`src/rtl/udm_uart_pkg.sv`:
```
// Shared types and constants for the UDM UART blocks.
package udm_uart_pkg;

   localparam int unsigned UART_DATA_BITS     = 8;
   localparam int unsigned UART_MIN_BITPERIOD = 2;

   typedef enum logic [2:0] {
      ST_IDLE,
      ST_START,
      ST_DATA,
      ST_PARITY,
      ST_STOP
   } uart_tx_state_t;

endpackage

```
`src/rtl/udm_fifo.sv`:
```
// Synchronous FIFO with registered full/empty flags; push ignored when full, pop ignored when empty.
module udm_fifo #(
   parameter int unsigned WIDTH = 8,
   parameter int unsigned DEPTH = 8
) (
   input  logic             clk_i,
   input  logic             arst_i,
   input  logic             push_i,
   input  logic [WIDTH-1:0] data_i,
   input  logic             pop_i,
   output logic [WIDTH-1:0] data_o,
   output logic             full_o,
   output logic             empty_o
);

   localparam int unsigned AW = $clog2(DEPTH);
   localparam int unsigned CW = AW + 1;

   logic [WIDTH-1:0] mem_q [DEPTH];
   logic [AW-1:0]    wr_ptr_q, wr_ptr_d;
   logic [AW-1:0]    rd_ptr_q, rd_ptr_d;
   logic [CW-1:0]    count_q, count_d;
   logic             full_q, full_d;
   logic             empty_q, empty_d;
   logic             do_push, do_pop;

   assign do_push = push_i & ~full_q;
   assign do_pop  = pop_i & ~empty_q;
   assign data_o  = mem_q[rd_ptr_q];
   assign full_o  = full_q;
   assign empty_o = empty_q;

   // Pointer/count update; pointers wrap naturally since DEPTH is a power of two.
   always_comb begin
      wr_ptr_d = wr_ptr_q;
      rd_ptr_d = rd_ptr_q;
      count_d  = count_q;
      if (do_push) wr_ptr_d = wr_ptr_q + AW'(1);
      if (do_pop)  rd_ptr_d = rd_ptr_q + AW'(1);
      case ({do_push, do_pop})
         2'b10:   count_d = count_q + CW'(1);
         2'b01:   count_d = count_q - CW'(1);
         default: count_d = count_q;
      endcase
      full_d  = (count_d == CW'(DEPTH));
      empty_d = (count_d == '0);
   end

   // Control state registers.
   always_ff @(posedge clk_i or posedge arst_i) begin
      if (arst_i) begin
         wr_ptr_q <= '0;
         rd_ptr_q <= '0;
         count_q  <= '0;
         full_q   <= 1'b0;
         empty_q  <= 1'b1;
      end else begin
         wr_ptr_q <= wr_ptr_d;
         rd_ptr_q <= rd_ptr_d;
         count_q  <= count_d;
         full_q   <= full_d;
         empty_q  <= empty_d;
      end
   end

   // Storage array; contents are don't-care once the pointers reset.
   always_ff @(posedge clk_i) begin
      if (do_push) mem_q[wr_ptr_q] <= data_i;
   end

endmodule

```
`src/rtl/udm_uart_tx.sv`:
```
// Buffered UART transmitter: byte FIFO feeding a frame serializer with latched per-frame config.
module udm_uart_tx
   import udm_uart_pkg::*;
#(
   parameter int unsigned FIFO_DEPTH  = 8,
   parameter int unsigned BITPERIOD_W = 32
) (
   input  logic                   clk_i,
   input  logic                   arst_i,
   input  logic [BITPERIOD_W-1:0] bitperiod_i,
   input  logic                   parity_en_i,
   input  logic                   parity_odd_i,
   input  logic                   stop2_i,
   input  logic                   tx_req_i,
   input  logic [7:0]             tx_data_i,
   output logic                   tx_ack_o,
   output logic                   tx_o,
   output logic                   busy_o,
   output logic                   fifo_full_o,
   output logic                   fifo_empty_o
);

   localparam int unsigned DW = UART_DATA_BITS;

   uart_tx_state_t         state_q, state_d;
   logic [BITPERIOD_W-1:0] timer_q, timer_d;
   logic [BITPERIOD_W-1:0] period_q, period_d;
   logic [BITPERIOD_W-1:0] period_eff;
   logic [2:0]             bit_idx_q, bit_idx_d;
   logic [DW-1:0]          shift_q, shift_d;
   logic                   parity_q, parity_d;
   logic                   par_en_q, par_en_d;
   logic                   stop2_q, stop2_d;
   logic                   stop_cnt_q, stop_cnt_d;
   logic                   tx_q, tx_d;
   logic                   busy_q, busy_d;
   logic                   fifo_pop, fifo_full, fifo_empty, load, bit_end;
   logic [DW-1:0]          fifo_data;

   assign tx_ack_o     = tx_req_i & ~fifo_full;
   assign tx_o         = tx_q;
   assign busy_o       = busy_q;
   assign fifo_full_o  = fifo_full;
   assign fifo_empty_o = fifo_empty;

   // Periods below the minimum are clamped up.
   assign period_eff = (bitperiod_i < BITPERIOD_W'(UART_MIN_BITPERIOD)) ?
                       BITPERIOD_W'(UART_MIN_BITPERIOD) : bitperiod_i;
   assign bit_end    = (timer_q == '0);

   udm_fifo #(.WIDTH(DW), .DEPTH(FIFO_DEPTH)) u_fifo (
      .clk_i   (clk_i),
      .arst_i  (arst_i),
      .push_i  (tx_ack_o),
      .data_i  (tx_data_i),
      .pop_i   (fifo_pop),
      .data_o  (fifo_data),
      .full_o  (fifo_full),
      .empty_o (fifo_empty)
   );

   // Next-state, bit timer, shifter and parity; tx_o follows the current state one cycle later.
   always_comb begin
      state_d    = state_q;
      timer_d    = timer_q;
      period_d   = period_q;
      bit_idx_d  = bit_idx_q;
      shift_d    = shift_q;
      parity_d   = parity_q;
      par_en_d   = par_en_q;
      stop2_d    = stop2_q;
      stop_cnt_d = stop_cnt_q;
      fifo_pop   = 1'b0;
      load       = 1'b0;
      tx_d       = 1'b1;

      case (state_q)
         ST_IDLE: begin
            tx_d = 1'b1;
            if (!fifo_empty) load = 1'b1;
         end
         ST_START: begin
            tx_d = 1'b0;
            if (bit_end) begin
               state_d = ST_DATA;
               timer_d = period_q - BITPERIOD_W'(1);
            end else begin
               timer_d = timer_q - BITPERIOD_W'(1);
            end
         end
         ST_DATA: begin
            tx_d = shift_q[0];
            if (bit_end) begin
               parity_d  = parity_q ^ shift_q[0];
               shift_d   = shift_q >> 1;
               bit_idx_d = bit_idx_q + 3'd1;
               timer_d   = period_q - BITPERIOD_W'(1);
               if (bit_idx_q == 3'(DW - 1)) begin
                  state_d    = par_en_q ? ST_PARITY : ST_STOP;
                  stop_cnt_d = 1'b0;
               end
            end else begin
               timer_d = timer_q - BITPERIOD_W'(1);
            end
         end
         ST_PARITY: begin
            tx_d = parity_q;
            if (bit_end) begin
               state_d = ST_STOP;
               timer_d = period_q - BITPERIOD_W'(1);
            end else begin
               timer_d = timer_q - BITPERIOD_W'(1);
            end
         end
         ST_STOP: begin
            tx_d = 1'b1;
            if (bit_end) begin
               if (stop2_q && !stop_cnt_q) begin
                  stop_cnt_d = 1'b1;
                  timer_d    = period_q - BITPERIOD_W'(1);
               end else if (!fifo_empty) begin
                  load = 1'b1;
               end else begin
                  state_d = ST_IDLE;
               end
            end else begin
               timer_d = timer_q - BITPERIOD_W'(1);
            end
         end
         default: state_d = ST_IDLE;
      endcase

      // Frame start: pop a byte and freeze the line config for the whole frame.
      if (load) begin
         fifo_pop   = 1'b1;
         state_d    = ST_START;
         shift_d    = fifo_data;
         period_d   = period_eff;
         timer_d    = period_eff - BITPERIOD_W'(1);
         par_en_d   = parity_en_i;
         stop2_d    = stop2_i;
         parity_d   = parity_odd_i;
         bit_idx_d  = 3'd0;
         stop_cnt_d = 1'b0;
      end

      busy_d = (state_d != ST_IDLE) | ~fifo_empty;
   end

   // State and datapath registers; reset forces the line high immediately.
   always_ff @(posedge clk_i or posedge arst_i) begin
      if (arst_i) begin
         state_q    <= ST_IDLE;
         timer_q    <= '0;
         period_q   <= '0;
         bit_idx_q  <= '0;
         shift_q    <= '0;
         parity_q   <= 1'b0;
         par_en_q   <= 1'b0;
         stop2_q    <= 1'b0;
         stop_cnt_q <= 1'b0;
         tx_q       <= 1'b1;
         busy_q     <= 1'b0;
      end else begin
         state_q    <= state_d;
         timer_q    <= timer_d;
         period_q   <= period_d;
         bit_idx_q  <= bit_idx_d;
         shift_q    <= shift_d;
         parity_q   <= parity_d;
         par_en_q   <= par_en_d;
         stop2_q    <= stop2_d;
         stop_cnt_q <= stop_cnt_d;
         tx_q       <= tx_d;
         busy_q     <= busy_d;
      end
   end

endmodule

```
`config.mk`:
```
export PLATFORM = sky130hd
export DESIGN_NAME = udm_uart_tx
export DESIGN_NICKNAME = d
export VERILOG_FILES = /design/src/rtl/udm_uart_pkg.sv /design/src/rtl/udm_fifo.sv /design/src/rtl/udm_uart_tx.sv
export SDC_FILE = /design/constraint.sdc
export NUM_CORES = 1
export LEC_CHECK = 0
export CAP_MARGIN = 10
export CORE_AREA = 2 2 134 136
export CTS_CLUSTER_DIAMETER = 100
export DETAILED_ROUTE_END_ITERATION = 8
export DIE_AREA = 0 0 136 138
export HOLD_SLACK_MARGIN = 0.1
export PLACE_DENSITY_LB_ADDON = 0.2
export SLEW_MARGIN = 0
export SYNTH_ARGS = -nofsm -noshare
export SYNTH_HDL_FRONTEND = slang
export SYNTH_SLANG_ARGS = --single-unit
```
`constraint.sdc`:
```
create_clock -name clk_i -period 11.9 [get_ports clk_i]
set_clock_uncertainty 0.05 [all_clocks]
set_input_delay 2.38 -clock clk_i [delete_from_list [all_inputs] [get_ports clk_i]]
set_output_delay 2.38 -clock clk_i [all_outputs]
set_load 0.03 [all_outputs]
```
### Word level (Yosys, flattened, before mapping)

Memory sizes are Yosys's and may differ from the RTL's.
Index checks and enable logic that the tools add are counted.

* muxes and demuxes: 40
* $lt $le $gt $ge: 1
* equality and inequality tests: 13
* bitwise operators: 7
* reductions and logical operators: 14
* add/sub/neg operators: 8

Operators by type and width (number)
* 2-to-1 mux 32 bit: 5
* subtractor 32 x 1 -> 32 bit (second input constant): 3
* one-hot mux 32 bit (2 select lines): 1
* 2-to-1 mux 3 bit: 12
* zero test 32 bit: 1
* < comparator 32 x 2 -> 1 bit (second input constant): 1
* 2-to-1 mux 8 bit: 3
* one-hot mux 3 bit (5 select lines): 1
* 2-to-1 mux 1 bit: 14
* inequality test 3 bit (second input constant): 4
* adder 3 x 1 -> 3 bit (second input constant): 3
* nonzero test 3 bit: 3
* one-hot mux 4 bit (2 select lines): 1
* equality test 3 x 2 -> 1 bit (second input constant): 2
* equality test 3 bit (second input constant): 2
* AND reduction 5 bit: 1
* adder 4 x 1 -> 4 bit (second input constant): 1
* equality test 4 bit (second input constant): 1
* zero test 4 bit: 1
* inequality test 4 bit (second input constant): 1
* one-hot mux 1 bit (2 select lines): 2
* AND reduction 2 bit: 2
* nonzero test 2 bit: 2
* subtractor 4 x 1 -> 4 bit (second input constant): 1
* 12 further kinds: 15

* memories kept: 1
* register bits: 96
* output and inout port bits: 5
* bits in writable memories: 64

Memories
* u_fifo.mem_q: words 8, width 8, rd ports 1, clocked after Yosys merged registers in 0, write ports 1, line udm_fifo.sv:19 `logic [WIDTH-1:0] mem_q [DEPTH];`

### Logic depth before layout (Yosys ltp)

* word-level depth: 10
* mapped depth: 19
* depth with buffers taken out: 16

### Modules after synthesis

A second synthesis with hierarchy kept.

* cells, all modules: 822
* area total of the unflattened synthesis: 8470.6 um^2

Modules (own cells, without submodules)
* udm_uart_tx: instances 1, area an instance 5323.9 um^2, cells each 657, sequential area each 2103.3 um^2
* udm_fifo: instances 1, area an instance 3146.8 um^2, cells each 165, sequential area each 2223.4 um^2

### Worst setup path after synthesis

OpenSTA, ideal clock, no wires.

* path type: input to register
* start: input port bitperiod_i[14]
* end: register timer_q[22]
* stages on the path: 13
* arrival: 5388 ps
* slack: 6386 ps
* buffers on the path: 1
* cells stage by stage: nor4_1 -> nand4_1 -> nor4_1 -> nor2_1 -> a21oi_1 -> ha_1 -> clkbuf_1 -> nand3_1 -> inv_1 -> a32oi_1 -> or4_1 -> xor2_1 -> o21ai_1

* word-level cells in the longest chain between the ends: 4

Ends and longest elaborated chain
* start: declaration: line udm_uart_tx.sv:10 `input logic [BITPERIOD_W-1:0] bitperiod_i,`
* < comparator 32 x 2 -> 1 bit: line udm_uart_tx.sv:47 `assign period_eff = (bitperiod_i < BITPERIOD_W'(UART_MIN_BITPERIOD)) ?`
* 2-to-1 mux 32 bit (*): line udm_uart_tx.sv:47
* subtractor 32 x 1 -> 32 bit (*): line udm_uart_tx.sv:139 `timer_d = period_eff - BITPERIOD_W'(1);`
* 2-to-1 mux 32 bit (*): line udm_uart_tx.sv:134 `if (load) begin`
* end signal: assignment: line udm_uart_tx.sv:166 `timer_q <= timer_d;`
* end: declaration: line udm_uart_tx.sv:26 `logic [BITPERIOD_W-1:0] timer_q, timer_d;`

Every way passes the cells marked *; elsewhere a longest branch is shown, timed or not.
A chain may end at the register's enable or synchronous reset.

### Final worst setup path

* start: input port bitperiod_i[13]
* end: register timer_q[24]

Same word-level chain as after synthesis.

==> impl_metrics.tcl <==
set metrics [dict create \
    status "finished clean" \
    min_period_over_period 0.539 \
    p_per_area_nw_per_um2 211 \
    drt_wl_total_mm 21.4 \
    grt_start_max_net_pins 73 \
    path_buf_inv 1 \
    synthesis.nets 882 \
    placementRows 49 \
    clkPwrFrac 0.265 \
    antenna_found_initial 0 \
    synth_cell_type_count 79 \
    die_height_microns 138 \
    pin_count 51 \
    critPathSlowestCell "nor4_1" \
    grt.total_usage 0.239 \
    crit_required_ns 12.15 \
    switchingPower_mw 0.750 \
    criticalPathCategory "in -> reg" \
    final_nets 924 \
    gr-total-overflow 0 \
    slowest_delay_ns 0.75 \
    crit_fanout 11 \
    cts_buffers 17 \
    grt_pass1_wl_mm 34.9 \
    port_buffers 50 \
    synth_area_per_cell_sq_um 10.3 \
    internal_power_mw 1.32 \
    cp_data_arrival_time_ns 6.67 \
    dp_hpwl_mm 14.5 \
    dp_worst_setup_slack_ns 5.19 \
    synth_top_flop_cell "dfrtp_1" \
    setup_viol_count_final 0 \
    p_sw_frac 0.362 \
    clkSlewWorstSetupHoldPaths_ns 0.07 \
    first_global_vias 6610 \
    fp.dieArea_sq_um 18800 \
    h-tree-depth 4 \
    ant_nets 0 \
    relSlewSlack 0.203 \
    ys_seq_area_frac 0.509 \
    synth_edf_count 64 \
    path_cells "clkdlybuf4s50_1, nor4_1, nand4_1, nor4_1, nor2_1, a21oi_1, ha_1, nand2_1, nor2_1, o211a_1, o21ai_0, and2_1, o311a_1, a211oi_1, o21ai_1" \
    die_w_microns 136 \
    post_cts_buffers 0 \
    final_cell_mix "160 x nand2_1, 94 x dfrtp_1, 64 x edfxtp_1, 63 x nor2_1, 50 x clkdlybuf4s50_1" \
    start_util 0.484 \
    rsz0062_at_grt "false" \
    synth-async-reset-ratio 0.600 \
    hold_class "reg -> reg" \
    postCtsResizedCells 0 \
    cts_buffer_depth 2 \
    routed_via_density 6.01 \
    cts_root_buf "clkbuf_16" \
    seqPwrFrac 0.436 \
    ir_worst_vdd_uv 114 \
    netlist_area_sq_um 8490 \
    placed_cells 1079 \
    maxSlewViolCount 0 \
    fin_setup_tns_ns 0 \
    start_kind "primary input" \
    cp-end-kind "flip-flop" \
    ys_ff_latch 160 \
    max_freq_mhz 156 \
    clock_latency_ns 0.43 \
    drv_cap 0 \
    gp_congestion 0.946 \
    syn_inst 827 \
    cts_tree "yes" \
    clkSinkCount 160 \
    setup_ws_ns 5.49 \
    vias 6682 \
    hold_viol_final 0 \
    period_minus_slack_ns 6.41 \
    worstMarginPinSlew_ns 1.19 \
    core_sq_um 17500 \
    critPathTopFamily "simple AND/OR/NAND/NOR gates" \
    area_growth_pct 15.8 \
    wire_per_inst_microns 19.2 \
    drive_gt1_frac 0.110 \
    n_antenna_cell 0 \
    drcViolationCount 0 \
    pwr-share-comb 0.299 \
    final_cell_count_no_fill 1111 \
    final_common_cell "nand2_1" \
    dr.first_iter.drc_count 503 \
    p_leak_nw 3.78 \
    hold_buffers 0 \
    drt_pass1_iterations 5 \
    ys_warn_count 0 \
]
## Yosys cell counts, types with 16 or more instances
cell | n | share of area
nand2_1 | 160 | 0.071
dfrtp_1 | 94 | 0.28
edfxtp_1 | 64 | 0.23
nor2_1 | 63 | 0.028
o21ai_0 | 48 | 0.028
a21oi_1 | 40 | 0.024
clkbuf_1 | 32 | 0.014
mux2i_1 | 22 | 0.026
xnor2_1 | 19 | 0.020
nor3_1 | 17 | 0.010
nor4_1 | 17 | 0.013
mux4_2 | 16 | 0.042
## worst reg2reg max path, delay by kind of cell, from the launching register on
family / cells / cell delay, ns
AOI/OAI and AO/OA: 7 / 1.16
adders and majority gates: 1 / 0.44
buffers and inverters: 2 / 0.79
DFF: 1 / 0.46
and+or+nand+nor: 7 / 1.79
## power by group through the flow
stage          Combinational, mW  Sequential, mW  Clock [mW]
6_report                   0.620           0.906       0.549
5_1_grt                    0.689           0.928       0.586
4_1_cts                    0.621           0.903       0.559
3_5_place_dp               0.616           0.912           0
3_3_place_gp               0.597           0.903           0
2_1_floorplan              0.482           0.848           0
## logic make-up (layout without fill, tap and decap cells)
group                      Yosys count  in the layout  synth area share
DFF                                160            160             0.509
and+or+nand+nor                    347            347             0.200
buffers and inverters               56            111            0.0261
AOI/OAI and AO/OA                  181            181             0.143
adders and majority gates            9              9            0.0141
muxes                               42             42            0.0736
xor gates and xnor gates            32             32            0.0330
## metrics by stage
stage	total power, mW	area [sq um]	hold WS (ns)	util
after floorplan	1.33	8490	0.381	-
after global placement	1.50	9250	0.401	0.527
after detailed placement	1.53	9250	0.407	0.527
after CTS	2.08	9840	0.422	0.561
after global routing	2.20	9840	0.448	0.561
final	2.08	9840	0.427	0.561
## flip-flops by register name, indices dropped and copies added (netlist names)
name / count
u_fifo.mem_q: 64
u_fifo.wr_ptr_q: 3
state_q: 3
stop2_q: 1
shift_q: 8
bit_idx_q: 3
u_fifo.full_o: 1
stop_cnt_q: 1
period_q: 32
u_fifo.count_q: 4
parity_q: 1
par_en_q: 1
u_fifo.empty_o: 1
u_fifo.rd_ptr_q: 3
busy_o: 1
timer_q: 32
tx_o: 1
## layer usage
metal / global-route usage / vias up / part of all wire
met5: 0 / - / 0
met4: 0.0866 / 0 / 0.019
met3: 0.0425 / 32 / 0.056
met2: 0.383 / 238 / 0.48
met1: 0.326 / 3285 / 0.45
li1: - / 3127 / -
## final timing paths
check                                                  from                     endpoint  slack (ns)  cells after the start
worst max-delay path                        bitperiod_i[13]      timer_q[24]$_DFFE_PP0P_        5.49                     15
worst min-delay path            u_fifo.count_q[3]$_DFF_PP0_  u_fifo.count_q[3]$_DFF_PP0_        0.43                      1
worst max register to register      timer_q[23]$_DFFE_PP0P_      timer_q[24]$_DFFE_PP0P_        7.11                     17
worst min register to register  u_fifo.count_q[3]$_DFF_PP0_  u_fifo.count_q[3]$_DFF_PP0_        0.43                      1
max in group asynchronous                            arst_i      timer_q[30]$_DFFE_PP0P_        8.36                      3
min in group asynchronous                            arst_i       timer_q[4]$_DFFE_PP0P_        2.28                      2
## final cells by class
type / instances / area (sq um)
Fill cell: 1528 / 7700
Sequential cell: 160 / 4330
Multi-Input combinational cell: 611 / 3960
Timing Repair Buffer: 67 / 628
Clock buffer: 18 / 429
Tap cell: 229 / 287
Clock inverter: 14 / 160
Inverter: 12 / 47.5
Note: power is estimated with default switching activity, not from simulation.
